==> config.mk <==
export PLATFORM = sky130hd
export DESIGN_NAME = addsub_pipe
export DESIGN_NICKNAME = d
export VERILOG_FILES = /design/src/rtl/addsub_pkg.sv /design/src/rtl/addsub_pipe_slice.sv /design/src/rtl/addsub_pipe.sv
export SDC_FILE = /design/constraint.sdc
export NUM_CORES = 1
export LEC_CHECK = 0
export ABC_AREA = 1
export CORE_UTILIZATION = 35
export CTS_BUF_LIST = sky130_fd_sc_hd__clkbuf_4 sky130_fd_sc_hd__clkbuf_8
export DETAILED_ROUTE_END_ITERATION = 8
export SLEW_MARGIN = 10
export SYNTH_ARGS = -nofsm -noshare
export SYNTH_HDL_FRONTEND = slang
export SYNTH_SLANG_ARGS = --single-unit
export TNS_END_PERCENT = 50
==> constraint.sdc <==
create_clock -name i_clk -period 7.4 [get_ports i_clk]
set_clock_uncertainty 0.1 [all_clocks]
set_input_delay 1.11 -clock i_clk [delete_from_list [all_inputs] [get_ports i_clk]]
set_output_delay 1.11 -clock i_clk [all_outputs]
set_load 0.005 [all_outputs]
==> src/rtl/addsub_pkg.sv <==
// Shared definitions for the pipelined add/subtract/compare unit: op codes,
// default geometry and parameter legality helpers.
package addsub_pkg;

  typedef enum logic [1:0] {
    OP_ADD = 2'b00,
    OP_SUB = 2'b01,
    OP_EQ  = 2'b10,
    OP_GT  = 2'b11
  } op_e;

  localparam int unsigned N_DEFAULT   = 32;
  localparam int unsigned SEG_DEFAULT = 8;
  localparam int unsigned STAGES      = N_DEFAULT / SEG_DEFAULT;

  function automatic int unsigned stages_of(input int unsigned n, input int unsigned seg);
    return n / seg;
  endfunction

  // Slices are built from 4-bit lookahead groups and must tile the operand exactly.
  function automatic bit params_ok(input int unsigned n, input int unsigned seg);
    return (seg != 0) && (seg % 4 == 0) && (n % seg == 0) && (n >= seg);
  endfunction

endpackage

==> src/rtl/addsub_pipe_slice.sv <==
// SEG-bit carry-lookahead adder slice built from chained 4-bit lookahead groups.
module addsub_pipe_slice #(
  parameter int unsigned SEG = 8
) (
  input  logic [SEG-1:0] i_a,
  input  logic [SEG-1:0] i_b,
  input  logic           i_cin,
  output logic [SEG-1:0] o_sum,
  output logic           o_cout
);

  localparam int unsigned Groups = SEG / 4;

  for (genvar gi = 0; gi < Groups; gi++) begin : g_grp
    logic [3:0] w_g;
    logic [3:0] w_p;
    logic       w_cin;
    logic [4:1] w_c;

    if (gi == 0) begin : g_first
      assign w_cin = i_cin;
    end else begin : g_chain
      assign w_cin = g_grp[gi-1].w_c[4];
    end

    assign w_g = i_a[gi*4 +: 4] & i_b[gi*4 +: 4];
    assign w_p = i_a[gi*4 +: 4] ^ i_b[gi*4 +: 4];

    // Every carry is expanded from the group carry-in so no carry waits on its neighbour.
    assign w_c[1] = w_g[0] | (w_p[0] & w_cin);
    assign w_c[2] = w_g[1] | (w_p[1] & w_g[0]) | (w_p[1] & w_p[0] & w_cin);
    assign w_c[3] = w_g[2] | (w_p[2] & w_g[1]) | (w_p[2] & w_p[1] & w_g[0]) |
                    (w_p[2] & w_p[1] & w_p[0] & w_cin);
    assign w_c[4] = w_g[3] | (w_p[3] & w_g[2]) | (w_p[3] & w_p[2] & w_g[1]) |
                    (w_p[3] & w_p[2] & w_p[1] & w_g[0]) |
                    (w_p[3] & w_p[2] & w_p[1] & w_p[0] & w_cin);

    assign o_sum[gi*4 +: 4] = w_p ^ {w_c[3:1], w_cin};
  end

  assign o_cout = g_grp[Groups-1].w_c[4];

endmodule

==> src/rtl/addsub_pipe.sv <==
// Pipelined add/subtract/compare unit: one SEG-bit slice per stage, carry registered between
// stages, whole-pipeline stall driven by the output handshake.
module addsub_pipe
  import addsub_pkg::*;
#(
  parameter int unsigned N   = 32,
  parameter int unsigned SEG = 8
) (
  input  logic         i_clk,
  input  logic         i_rst,
  input  logic         i_in_valid,
  output logic         o_in_ready,
  input  logic [1:0]   i_in_op,
  input  logic [N-1:0] i_in_a,
  input  logic [N-1:0] i_in_b,
  output logic         o_out_valid,
  input  logic         i_out_ready,
  output logic [N-1:0] o_out_res,
  output logic         o_out_cout,
  output logic         o_out_ovf,
  output logic         o_out_zero
);

  localparam int unsigned Stages = stages_of(N, SEG);
  localparam int unsigned Last   = Stages - 1;

  if (!params_ok(N, SEG)) begin : g_param_check
    $error("addsub_pipe: N must be a multiple of SEG and SEG a multiple of 4");
  end

  // Per-stage registers. Operands shift down by SEG each stage so the next slice is always
  // at the bottom; the sum shifts down as slices are prepended at the top, which lines all
  // slices of a beat up at the last stage.
  logic         r_v   [Stages];
  op_e          r_op  [Stages];
  logic         r_sa  [Stages];
  logic         r_sb  [Stages];
  logic         r_c   [Stages];
  logic [N-1:0] r_a   [Stages];
  logic [N-1:0] r_b   [Stages];
  logic [N-1:0] r_sum [Stages];

  logic [N-1:0] r_res;
  logic         r_cout;
  logic         r_ovf;
  logic         r_zero;

  // Stage inputs: the ports for stage 0, the previous stage register otherwise.
  logic           w_v_in      [Stages];
  op_e            w_op_in     [Stages];
  logic           w_sa_in     [Stages];
  logic           w_sb_in     [Stages];
  logic           w_cin       [Stages];
  logic [N-1:0]   w_a_in      [Stages];
  logic [N-1:0]   w_b_in      [Stages];
  logic [N-1:0]   w_prev_sum  [Stages];
  logic [SEG-1:0] w_slice_sum [Stages];
  logic           w_slice_cout[Stages];
  logic [N-1:0]   w_sum_full  [Stages];

  logic         w_adv;
  op_e          w_op0;
  logic [N-1:0] w_b_eff;

  assign w_adv   = ~r_v[Last] | i_out_ready;
  assign w_op0   = op_e'(i_in_op);
  // SUB, EQ and GT all compute a + ~b + 1.
  assign w_b_eff = (w_op0 == OP_ADD) ? i_in_b : ~i_in_b;

  for (genvar k = 0; k < Stages; k++) begin : g_stage
    if (k == 0) begin : g_head
      assign w_v_in[k]     = i_in_valid;
      assign w_op_in[k]    = w_op0;
      assign w_sa_in[k]    = i_in_a[N-1];
      assign w_sb_in[k]    = w_b_eff[N-1];
      assign w_cin[k]      = (w_op0 != OP_ADD);
      assign w_a_in[k]     = i_in_a;
      assign w_b_in[k]     = w_b_eff;
      assign w_prev_sum[k] = '0;
    end else begin : g_body
      assign w_v_in[k]     = r_v[k-1];
      assign w_op_in[k]    = r_op[k-1];
      assign w_sa_in[k]    = r_sa[k-1];
      assign w_sb_in[k]    = r_sb[k-1];
      assign w_cin[k]      = r_c[k-1];
      assign w_a_in[k]     = r_a[k-1];
      assign w_b_in[k]     = r_b[k-1];
      assign w_prev_sum[k] = r_sum[k-1];
    end

    addsub_pipe_slice #(
      .SEG(SEG)
    ) u_slice (
      .i_a   (w_a_in[k][SEG-1:0]),
      .i_b   (w_b_in[k][SEG-1:0]),
      .i_cin (w_cin[k]),
      .o_sum (w_slice_sum[k]),
      .o_cout(w_slice_cout[k])
    );

    if (Stages == 1) begin : g_single
      assign w_sum_full[k] = w_slice_sum[k];
    end else begin : g_multi
      assign w_sum_full[k] = {w_slice_sum[k], w_prev_sum[k][N-1:SEG]};
    end
  end

  // Final-stage result and flag formation.
  logic [N-1:0] w_s;
  logic [N-1:0] w_res;
  logic         w_diff_zero;
  logic         w_ovf;
  logic         w_res_cout;
  logic         w_res_ovf;
  logic         w_res_zero;

  always_comb begin
    w_s         = w_sum_full[Last];
    w_diff_zero = (w_s == '0);
    w_ovf       = (w_sa_in[Last] == w_sb_in[Last]) && (w_s[N-1] != w_sa_in[Last]);
    w_res       = w_s;
    w_res_cout  = w_slice_cout[Last];
    w_res_ovf   = w_ovf;
    unique case (w_op_in[Last])
      OP_ADD, OP_SUB: begin
      end
      OP_EQ: begin
        w_res      = {{(N-1){1'b0}}, w_diff_zero};
        w_res_cout = 1'b0;
        w_res_ovf  = 1'b0;
      end
      OP_GT: begin
        // a > b signed when the difference is non-zero and its true sign is positive.
        w_res      = {{(N-1){1'b0}}, ~w_diff_zero & ~(w_s[N-1] ^ w_ovf)};
        w_res_cout = 1'b0;
        w_res_ovf  = 1'b0;
      end
      default: begin
      end
    endcase
    w_res_zero = (w_res == '0);
  end

  always_ff @(posedge i_clk or posedge i_rst) begin
    if (i_rst) begin
      for (int k = 0; k < Stages; k++) begin
        r_v[k]   <= 1'b0;
        r_op[k]  <= OP_ADD;
        r_sa[k]  <= 1'b0;
        r_sb[k]  <= 1'b0;
        r_c[k]   <= 1'b0;
        r_a[k]   <= '0;
        r_b[k]   <= '0;
        r_sum[k] <= '0;
      end
      r_res  <= '0;
      r_cout <= 1'b0;
      r_ovf  <= 1'b0;
      r_zero <= 1'b0;
    end else if (w_adv) begin
      for (int k = 0; k < Stages; k++) begin
        r_v[k]   <= w_v_in[k];
        r_op[k]  <= w_op_in[k];
        r_sa[k]  <= w_sa_in[k];
        r_sb[k]  <= w_sb_in[k];
        r_c[k]   <= w_slice_cout[k];
        r_a[k]   <= w_a_in[k] >> SEG;
        r_b[k]   <= w_b_in[k] >> SEG;
        r_sum[k] <= w_sum_full[k];
      end
      r_res  <= w_res;
      r_cout <= w_res_cout;
      r_ovf  <= w_res_ovf;
      r_zero <= w_res_zero;
    end
  end

  assign o_in_ready  = w_adv;
  assign o_out_valid = r_v[Last];
  assign o_out_res   = r_res;
  assign o_out_cout  = r_cout;
  assign o_out_ovf   = r_ovf;
  assign o_out_zero  = r_zero;

endmodule

=== After elaboration in Yosys (flattened, before gate mapping) ===
Cells that the tools add are included.

* Flip-flop bits (word level): 198
* Input port bits: 70
* Output and inout port bits: 37

* Equal/unequal tests: 4
* Mux-type cells: 4
* Bitwise logic cells: 239
* Reductions and logical operators: 6

{| class="wikitable"
|+ Operators by type and width
! cell !! count
|-
| AND 1 bit || 129
|-
| OR 1 bit || 81
|-
| zero test 32 bit || 2
|-
| case mux 32 bit (2 select lines) || 1
|-
| bitwise XOR 4 bit || 16
|-
| AND 4 bit || 8
|-
| two-way mux 32 bit || 1
|-
| inverter 32 bit || 1
|-
| equality test 2 bit, second input constant || 2
|-
| inverter 1 bit || 3
|-
| zero test 2 bit || 1
|-
| two-way mux 1 bit || 2
|-
| nonzero test 2 bit || 1
|-
| OR reduction 2 bit || 1
|-
| equality test 1 bit || 1
|-
| logical AND 1 bit || 1
|-
| != test 1 bit || 1
|-
| bitwise XOR 1 bit || 1
|}

=== Logic depth before layout (Yosys ltp) ===
Gate-level depths: netlist of the first run.

* Depth after elaboration: 16
* Mapped depth: 18
* Depth with buffers taken out: 18

=== By module ===
A second synthesis of the first run with hierarchy kept.

* Cells, all modules: 1055
* Area total of the unflattened synthesis: 9158.8 µm²

{| class="wikitable"
|+ By module, submodules not included
! module !! times used !! cells each !! area an instance (µm²) !! seq. area each (µm²)
|-
| addsub_pipe || 1 || 851 || 7737.4 || 4804.6
|-
| addsub_pipe_slice || 4 || 51 || 355.3 || 0.0
|}

=== Worst setup path after synthesis of the first run ===
No wires, ideal clock.

* Kind: input port to flip-flop
* Start point: in i_in_op[0]
* End point: reg r_sum[125] (netlist bit)
* Setup time: 130 ps
* Arrival time: 3019 ps
* Required time: 7170 ps
* Slack: 4151 ps
* Stages on the path: 16
* Path buffers: 1
* Cells stage by stage: inv_2 -> nand2_2 -> buf_2 -> xor2_1 -> ha_1 -> nand3_1 -> nand2_1 -> nand2_1 -> nand2_1 -> nand2_1 -> nand2_1 -> inv_1 -> fa_1 -> xnor2_1 -> nand2_1 -> o21ai_0

* Longest elaborated chain between the ends: 11
* Elaborated cells on any way between the ends: 21
* Those cells by class: mux: 1; bitwise: 18; reduce/logical: 2

{| class="wikitable"
|+ Ends and longest elaborated chain
! item !! line !! source
|-
| start, declared || addsub_pipe.sv:13 || <nowiki>input logic [1:0] i_in_op,</nowiki>
|-
| zero test 2 bit || addsub_pipe.sv:68 || <nowiki>assign w_b_eff = (w_op0 == OP_ADD) ? i_in_b : ~i_in_b;</nowiki>
|-
| two-way mux 32 bit || addsub_pipe.sv:68 ||
|-
| bitwise XOR 4 bit / AND 4 bit (equally long branches) || addsub_pipe_slice.sv:27, addsub_pipe_slice.sv:26 ||
|-
| AND 1 bit (on tied branches) || addsub_pipe_slice.sv:34, addsub_pipe_slice.sv:35, addsub_pipe_slice.sv:36 ||
|-
| OR 1 bit, or another cell as far along (2 in a row) || addsub_pipe_slice.sv:34 || <nowiki>assign w_c[4] = w_g[3] | (w_p[3] & w_g[2]) | (w_p[3] & w_p[2] & w_g[1]) |</nowiki>
|-
| OR 1 bit / AND 1 bit (equally long branches) || addsub_pipe_slice.sv:34, addsub_pipe_slice.sv:36 ||
|-
| OR 1 bit || addsub_pipe_slice.sv:35 || <nowiki>(w_p[3] & w_p[2] & w_p[1] & w_g[0]) |</nowiki>
|-
| AND 1 bit || addsub_pipe_slice.sv:30 || <nowiki>assign w_c[1] = w_g[0] | (w_p[0] & w_cin);</nowiki>
|-
| OR 1 bit || addsub_pipe_slice.sv:30 ||
|-
| bitwise XOR 4 bit (*) || addsub_pipe_slice.sv:38 || <nowiki>assign o_sum[gi*4 +: 4] = w_p ^ {w_c[3:1], w_cin};</nowiki>
|-
| end signal, assigned by index || addsub_pipe.sv:169 || <nowiki>r_sum[k] <= w_sum_full[k];</nowiki>
|-
| end, declared || addsub_pipe.sv:41 || <nowiki>logic [N-1:0] r_sum [Stages];</nowiki>
|}

Mark *: on every way between the ends. The rest lies on a longest branch, timed or not.
A chain may end at the register's enable or synchronous reset.

=== Worst setup path after layout of the first run ===
* Start point: in i_out_ready
* End point: out o_in_ready

* Longest elaborated chain between the ends: 1

{| class="wikitable"
|+ Ends and longest elaborated chain
! item !! line !! source
|-
| start, declared || addsub_pipe.sv:17 || <nowiki>input logic i_out_ready,</nowiki>
|-
| OR 1 bit || addsub_pipe.sv:65 || <nowiki>assign w_adv = ~r_v[Last] | i_out_ready;</nowiki>
|-
| end, declared || addsub_pipe.sv:12 || <nowiki>output logic o_in_ready,</nowiki>
|}

No other way between the ends.

==> results of run 1 <==
==> placed cells by master (no fill, tap or decap), types with 14 or more instances in the layout <==
cell type	n
ha_1	32
o21ai_0	140
nand2_1	321
a21oi_1	14
clkbuf_8	17
xnor2_1	32
nand3_1	33
nor2_1	39
inv_1	80
dfrtp_1	192
clkdlybuf4s50_1	106
==> worst min-delay path: cells and delay by family (launching register included) <==
family                 cells  cell delay, ns
buffers and inverters      1            0.05
DFF                        1            0.35
and+or+nand+nor            1            0.05
==> layout make-up <==
class | count | area share
flip-flops and latches | 192 | 0.457
multi-input cells | 674 | 0.334
repair buffers | 109 | 0.103
well taps | 324 | 0.0386
inverters | 85 | 0.0318
clock buffers | 20 | 0.0244
clock inverters | 12 | 0.0106
==> worst max-delay path by stage <==
| stage | from | endpoint | cells past startpoint |
|---|---|---|---|
| floorplan | i_rst | o_out_cout$_DFFE_PP0P_ | 1 |
| global placement | i_in_op[0] | r_sum[125]$_DFFE_PP0P_ | 16 |
| detailed placement | i_in_op[0] | r_sum[125]$_DFFE_PP0P_ | 16 |
| CTS | i_out_ready | o_in_ready | 3 |
| global route | i_in_op[0] | r_sum[125]$_DFFE_PP0P_ | 16 |
| finish | i_out_ready | o_in_ready | 3 |
==> layer usage <==
metal  vias to the layer above  global-route usage  routed length (um)
met2                       109               0.209                7760
met4                         0              0.0463                 229
met5                         -                   0                   0
li1                       3353                   -                   -
met3                        19              0.0303                 603
met1                      2969               0.233                9950
==> sequential cells by signal, summed over array words and instances (netlist names) <==
register / cells
r_op: 6
o_out_zero: 1
r_sum: 48
o_out_res: 32
r_c: 3
r_v: 3
o_out_ovf: 1
r_a: 45
r_sa: 3
o_out_valid: 1
o_out_cout: 1
r_b: 45
r_sb: 3
==> stage by stage <==
stage	setup slack [ns]	hold WS (ns)
CTS	3.36	0.370
global placement	2.98	0.343
floorplan	0.963	0.320
finish	3.39	0.365
detailed placement	2.95	0.344
global route	3.23	0.397
==> report_power, final <==
| part | total (mW) | internal, mW | switching, mW |
|---|---|---|---|
| logic | 1.62 | 0.681 | 0.940 |
| registers | 1.78 | 1.49 | 0.292 |
| clock network | 0.660 | 0.280 | 0.381 |
==> cells by family after synthesis <==
group                    after synthesis  share of synthesized area
adder cells (fa/ha/maj)               39                     0.0609
AO/OA/AOI/OAI                        181                      0.108
buffers and inverters                134                     0.0626
AND/OR/NAND/NOR                      413                      0.186
XOR/XNOR                              41                     0.0405
flip-flops                           192                      0.542
==> reports/qor.yml, run 1 <==
grt_pass1_vias: 6172
port_buffers: 106
clkSinkCount: 192
crit_required_ns: 6.19
vdd_drop_max_v: 0.000151
hold_path.class: "reg -> reg"
syn_to_final_growth_pct: 18.5
ys_seq_elements: 192
place_inst: 1384
finalHoldViolations: 0
dpl_cell_area_mm2: 0.0101
std_cell_rows: 57
die_height_um: 161
setup_viol: 0
cap_violations: 0
synthArstFlopShare: 1.00
cts_tree: "built"
min_to: "o_out_valid$_DFFE_PP0P_"
postCtsSetupRepairBufs: 0
cp_num_buf_inv: 2
nFillCells: 2521
postSynthNetCount: 1109
vias_per_cell: 4.56
min_period_over_period: 0.542
register_area_mm2: 0.00480
antenna_found_initial: 0
r2r-end: "r_b[103]$_DFFE_PP0P_"
pin_count: 107
clock_latency_ns: 0.47
fmax_ghz: 0.249
reg2reg_slack_ns: 4.57
clockRootBuffer: "clkbuf_8"
synth_area_per_cell_um2: 8.87
crit_chain: "clkdlybuf4s50_1, or2_4, clkdlybuf4s50_1"
synthTopCellsByArea: "dfrtp_1 54%, nand2_1 14%, o21ai_0 7.9%, ha_1 4.5%, inv_1 3.4%"
worst_path_largest_cell_delay_ns: 0.63
ys.flop_type: "dfrtp_1"
ctsHoldBuffers: 0
crit_path_top_delay_cell: "clkdlybuf4s50_1"
htree_levels: 4
drive_above_1_share: 0.0458
status: "finished, final reports clean"
start_util: 0.361
yosys.cell_count.top_type: "nand2_1"
drt-total-wl_um: 18500
grt_setup_unrepaired: "false"
synth-edff-count: 0
core_area_mm2: 0.0246
r2r-start: "o_out_valid$_DFFE_PP0P_"
power.total_mw: 4.06
insertedDiodeCount: 0
dp_hpwl_um: 12500
worst_slew_pin_slew_ns: 1.02
die-area_mm2: 0.0260
crit_family: "buffers and inverters"
wire_per_inst_um: 13.1
hold_depth: 2
ant_nets: 0
syn_area_mm2: 0.00887
max_slew_margin: 0.321
synthCells: 1000
grt_pass1_wl_um: 31300
cts_resized: 0
start_kind: "input pin"
yosys-top-cells-count: "321 x nand2_1, 192 x dfrtp_1, 140 x o21ai_0"
yosysWarnings: 0
vias: 6450
yosysSeqAreaShare: 0.542
first_pass_iters: 7
period_minus_slack_ns: 4.01
fin_util: 0.427
critPathKind: "in -> out"
netlist.area_leader.share: 0.542
power.leakage_nw: 4.99
drc_errors: 0
worst_path_most_repeated_cell: "clkdlybuf4s50_1"
fin_nets: 1188
power.density_mw_per_mm2: 387
cp_max_fo: 64
worst_ep_arrival_time_ns: 2.80
min_from: "r_v[1]$_DFFE_PP0P_"
end_kind: "primary output"
reg2reg_depth: 5
multiInputGateArea_mm2: 0.00351
synth_top_area_cell: "dfrtp_1"
die_width_um: 161
synth_cell_types: 33
cts.path.max_buffers: 2
grt_use_total: 0.151
gp_congestion: 0.782
grt-ovfl-total: 0
fin_area_mm2: 0.0105
slew_viol_final: 0
final.setup.tns_ns: 0
final_cell_count_no_fill: 1416
clk_pin_slew_worst_paths_ns: 0.10
grt_max_degree: 163
drt_iter0_markers: 468
cts_buffers: 17
No activity file was read; power rests on OpenSTA's default activity.
==> inputs of run 2 (changes only) <==
clock period = 3.5 ns   (was 7.4 ns; I/O delays follow)
==> reports/qor.yml, run 2 (synthesis gave the netlist of run 1 again) <==
status: "finished, final reports clean"
top_register: "r_sum"
final.setup.tns_ns: 0  # unchanged
grt_pass1_vias: 6347  # +2.8%
dp_hpwl_um: 13100  # +4.3%
min_period_over_period: 0.794
ant_nets: 0  # unchanged
slew_viol_final: 0  # unchanged
drive_above_1_share: 0.0519  # +0.00608
grt_max_degree: 120  # -26%
hold_depth: 2  # unchanged
power.density_mw_per_mm2: 832  # +120%
port_buffers: 106  # unchanged
layout_common_cells: "321 x nand2_1, 192 x dfrtp_1, 140 x o21ai_0"
power.total_mw: 8.91  # +120%
die_width_um: 161  # unchanged
setup_ws_ns: 0.719  # -2.67 ns
die-area_mm2: 0.0260  # unchanged
gp_congestion: 0.796  # +1.8%
cts_resized: 0  # unchanged
insertedDiodeCount: 0  # unchanged
start_kind: "flip-flop"
nFillCells: 2446  # -3.0%
drt-total-wl_um: 18500  # -0.42%
min_from: "r_v[1]$_DFFE_PP0P_"
vdd_drop_max_v: 0.000261  # +72%
grt_use_total: 0.155  # +0.00375
final_common_cell: "nand2_1"
vias: 6480  # +0.47%
setup_viol: 0  # unchanged
std_cell_rows: 57  # unchanged
pin_count: 107  # unchanged
largest_reg_flops: 48  # unchanged
drc_errors: 0  # unchanged
reg_top3: "r_sum x48, r_a x45, r_b x45"
fmax_ghz: 0.360
reg2reg_slack_ns: 0.72  # -3.85 ns
cap_violations: 0  # unchanged
syn_to_final_growth_pct: 20.7
antenna_found_initial: 0  # unchanged
register_area_mm2: 0.00480  # unchanged
grt-ovfl-total: 0  # unchanged
multiInputGateArea_mm2: 0.00351  # unchanged
drt_iter0_markers: 408  # -13%
clk_pin_slew_worst_paths_ns: 0.10  # about the same
htree_levels: 4  # unchanged
clock_latency_ns: 0.47  # about the same
wire_per_inst_um: 13.0  # -0.91%
clockRootBuffer: "clkbuf_8"
critPathKind: "reg -> reg"
die_height_um: 161  # unchanged
crit_required_ns: 3.77  # -2.42 ns
reg2reg_depth: 16  # +11
cts_tree: "built"
vias_per_cell: 4.55  # about the same
min_to: "o_out_valid$_DFFE_PP0P_"
r2r-end: "o_out_res[0]$_DFFE_PP0P_"
clkSinkCount: 192  # unchanged
core_area_mm2: 0.0246  # unchanged
grt_setup_unrepaired: "false"
pre_cts_ws_ns: 0.340  # -2.61 ns
period_minus_slack_ns: 2.78
cts_buffers: 17  # unchanged
grt_pass1_wl_um: 32000  # +2.2%
start_util: 0.361  # unchanged
worst_ep_arrival_time_ns: 3.05  # +0.25 ns
postCtsSetupRepairBufs: 0  # unchanged
first_pass_iters: 5  # -2
r2r-start: "r_b[33]$_DFFE_PP0P_"
max_slew_margin: 0.644  # +0.322
cp_max_fo: 4  # -94%
finalHoldViolations: 0  # unchanged
fin_nets: 1196  # +0.67%
end_kind: "flip-flop"
power.leakage_nw: 5.08  # +1.7%
hold_path.class: "reg -> reg"
worst_slew_pin_slew_ns: 0.534  # -0.484 ns
ctsHoldBuffers: 0  # unchanged
cts.path.max_buffers: 2  # unchanged
-- run 2: metrics by stage --
stage	hold slack [ns]	instance area (um^2)	cells	utilization
floorplan	0.320	8870	1000	-
global route	0.407	10700	1423	0.435
global placement	0.343	10200	1392	0.416
detailed placement	0.353	10200	1392	0.416
finish	0.358	10700	1423	0.435
CTS	0.374	10700	1423	0.435
-- run 2: report_power, final --
part           switching [mW]  internal (mW)
Combinational            2.05           1.48
Sequential              0.575           3.15
Clock                   0.784          0.867
Total                    3.41           5.50
-- run 2: worst max-delay path, cell delays in order (launching register included) --
cell and delay, ns:
dfrtp_1 0.39, ha_1 0.35, nand3_1 0.11, nand3_1 0.10
nand2_1 0.08, nand2_2 0.08, fa_1 0.51, nor2_1 0.12
nand4_1 0.09, nor2_1 0.15, nand3_1 0.09, nor2_1 0.13
nand3_1 0.09, nand3_1 0.09, nand3_1 0.09, nand2_1 0.07
nand2_1 0.05
-- run 2: final cells by class --
class	instances	area share
Clock inverter	13	0.0195
Timing Repair Buffer	117	0.112
Multi-Input combinational cell	674	0.328
Clock buffer	18	0.0231
Inverter	85	0.0309
Tap cell	324	0.0379
Sequential cell	192	0.449
-- run 2: worst max path at each step --
stage	cells past startpoint	slack (ns)	endpoint	startpoint
floorplan	1	0.40	o_out_cout$_DFFE_PP0P_	i_rst
global placement	13	0.36	r_sum[125]$_DFFE_PP0P_	i_in_op[1]
detailed placement	13	0.34	r_sum[125]$_DFFE_PP0P_	i_in_op[1]
CTS	16	0.72	o_out_res[0]$_DFFE_PP0P_	r_b[33]$_DFFE_PP0P_
global route	16	0.46	o_out_res[0]$_DFFE_PP0P_	r_b[33]$_DFFE_PP0P_
finish	16	0.72	o_out_res[0]$_DFFE_PP0P_	r_b[33]$_DFFE_PP0P_
-- run 2: per-layer routing --
metal	GRT usage	vias to the layer above	wire length [um]
met1	0.231	2997	9860
met4	0.0502	0	244
met3	0.0298	18	581
met5	0	-	0
li1	-	3360	-
met2	0.224	105	7790
==> inputs of run 3 (changes only) <==
clock period = 2.7 ns   (was 3.5 ns; I/O delays follow)
==> reports/qor.yml, run 3 (synthesis gave the netlist of run 1 again) <==
fin_nets: 1214  # +1.5%
nFillCells: 2423  # -0.94%
power.leakage_nw: 5.20  # +2.5%
insertedDiodeCount: 0  # unchanged
first_pass_iters: 4  # -1
drt-total-wl_um: 18900  # +2.4%
clockRootBuffer: "clkbuf_8"
std_cell_rows: 57  # unchanged
power.total_mw: 11.9  # +34%
setup_viol: 0  # unchanged
fin_area_mm2: 0.0110  # +2.5%
vias: 6616  # +2.1%
hold_ws_ns: 0.243  # -0.115 ns
layout_common_cells: "320 x nand2_1, 192 x dfrtp_1, 140 x o21ai_0"
die-area_mm2: 0.0260  # unchanged
cts.path.max_buffers: 2  # unchanged
antenna_found_initial: 0  # unchanged
grt-ovfl-total: 0  # unchanged
largest_reg_flops: 48  # unchanged
power.density_mw_per_mm2: 1090  # +31%
pin_count: 107  # unchanged
cts_tree: "built"
cp_num_buf_inv: 0  # unchanged
ant_nets: 0  # unchanged
vdd_drop_max_v: 0.000478  # +83%
vias_per_cell: 4.59  # +0.75%
fmax_ghz: 0.378  # +5.0%
start_util: 0.361  # unchanged
place_inst: 1408  # +1.1%
slew_viol_final: 0  # unchanged
grt_setup_unrepaired: "true"
cp.depth: 16  # unchanged
period_minus_slack_ns: 2.65  # -0.133 ns
crit_path_top_delay_cell: "fa_1"
final_cell_count_no_fill: 1442  # +1.3%
grt_pass1_wl_um: 32300  # +1.1%
worst_path_largest_cell_delay_ns: 0.51  # about the same
reg_top3: "r_sum x48, r_a x45, r_b x45"
worst_path_most_repeated_cell: "nand3_2"
grt_max_degree: 122  # +1.7%
min_period_over_period: 0.981  # +0.186
wire_per_inst_um: 13.1  # +1.0%
gp_congestion: 0.805  # +1.2%
drc_errors: 0  # unchanged
dpl_cell_area_mm2: 0.0104  # +1.5%
grt_pass1_vias: 6376  # +0.46%
syn_to_final_growth_pct: 23.7
max_slew_margin: 0.641  # -0.00259
core_area_mm2: 0.0246  # unchanged
crit_required_ns: 2.96  # -0.81 ns
crit_chain: "ha_1, nand3_2, nand3_2, nand2_1, nand2_2, fa_1, nor2_1, nand4_1, nor2_1, nand3_1, nor2_2, nand3_1, nand3_2, nand3_2, nand2_1, nand2_1"
final_common_cell: "nand2_1"
port_buffers: 106  # unchanged
worst_ep_arrival_time_ns: 2.91  # -0.14 ns
start_kind: "flip-flop"
drive_above_1_share: 0.0769  # +0.0251
dp_hpwl_um: 13300  # +2.0%
clkSinkCount: 192  # unchanged
hold_path.class: "in -> async"
cts_buffers: 17  # unchanged
die_height_um: 161  # unchanged
htree_levels: 4  # unchanged
worst_slew_pin_slew_ns: 0.537  # +0.00276 ns
cap_violations: 0  # unchanged
drt_iter0_markers: 322  # -21%
finalHoldViolations: 0  # unchanged
clock_latency_ns: 0.46  # about the same
clk_pin_slew_worst_paths_ns: 0.10  # about the same
reg2reg_depth: 16  # unchanged
cp_max_fo: 2  # -2
end_kind: "flip-flop"
ctsHoldBuffers: 0  # unchanged
status: "finished, final reports clean"
top_register: "r_sum"
crit_family: "simple AND/OR/NAND/NOR gates"
grt_use_total: 0.155  # +0.000658
die_width_um: 161  # unchanged
critPathKind: "reg -> reg"
run 3: cell types whose count changed in the layout (fill, tap and decap cells not counted), moves of 2 or more:
cell     change
nand3_2      +4
ha_4         +3
buf_4       +15
buf_12       +3
nand3_1      -4
inv_8        +2
ha_1         -3
run 3: metal layers:
layer,vias up,GRT usage,wire length (um)
met5,-,0,0
met1,3072,0.237,10200
li1,3408,-,-
met4,0,0.0485,215
met2,122,0.221,7840
met3,14,0.0288,620
run 3: path summary, 6_finish.rpt:
| path | startpoint | end | slack [ns] |
|---|---|---|---|
| max in group asynchronous | i_rst | r_sa[3]$_DFFE_PP0P_ | 1.61 |
| min in group i_clk | r_v[1]$_DFFE_PP0P_ | o_out_valid$_DFFE_PP0P_ | 0.36 |
| max | r_a[32]$_DFFE_PP0P_ | o_out_res[0]$_DFFE_PP0P_ | 0.05 |
| min | i_rst | r_a[37]$_DFFE_PP0P_ | 0.24 |
| min reg2reg | r_v[1]$_DFFE_PP0P_ | o_out_valid$_DFFE_PP0P_ | 0.36 |
| max reg2reg | r_a[32]$_DFFE_PP0P_ | o_out_res[0]$_DFFE_PP0P_ | 0.05 |
run 3: timing repair:
action                                 CTS  global route
setup endpoints to repair                1             2
endpoints found under the hold margin    0             0
pin swaps                                1            11
cloned                                   0             0
gates resized for setup                  1             9
setup buffers                            0             2
run 3: power breakdown:
| part | internal, mW | total [mW] | switching (mW) |
|---|---|---|---|
| registers | 4.09 | 4.86 | 0.775 |
| logic | 2.07 | 4.79 | 2.72 |
| clock network | 1.21 | 2.28 | 1.07 |
| total | 7.37 | 11.9 | 4.56 |
run 3: cell type report:
type / instances / area, um^2 / area share
Timing Repair Buffer: 135 / 1370 / 0.125
Clock inverter: 15 / 254 / 0.0231
Inverter: 85 / 330 / 0.0301
Sequential cell: 192 / 4800 / 0.438
Clock buffer: 17 / 234 / 0.0213
Tap cell: 324 / 405 / 0.0369
Multi-Input combinational cell: 674 / 3580 / 0.326
run 3: through the flow:
stage          setup TNS, ns   util  setup WS (ns)
2_1_floorplan         -54.04      -         -0.281
3_3_place_gp          -0.608  0.423         -0.206
3_5_place_dp          -0.846  0.423         -0.249
4_1_cts                    0  0.443        0.00518
5_1_grt               -0.235  0.446         -0.118
6_report                   0  0.446         0.0525
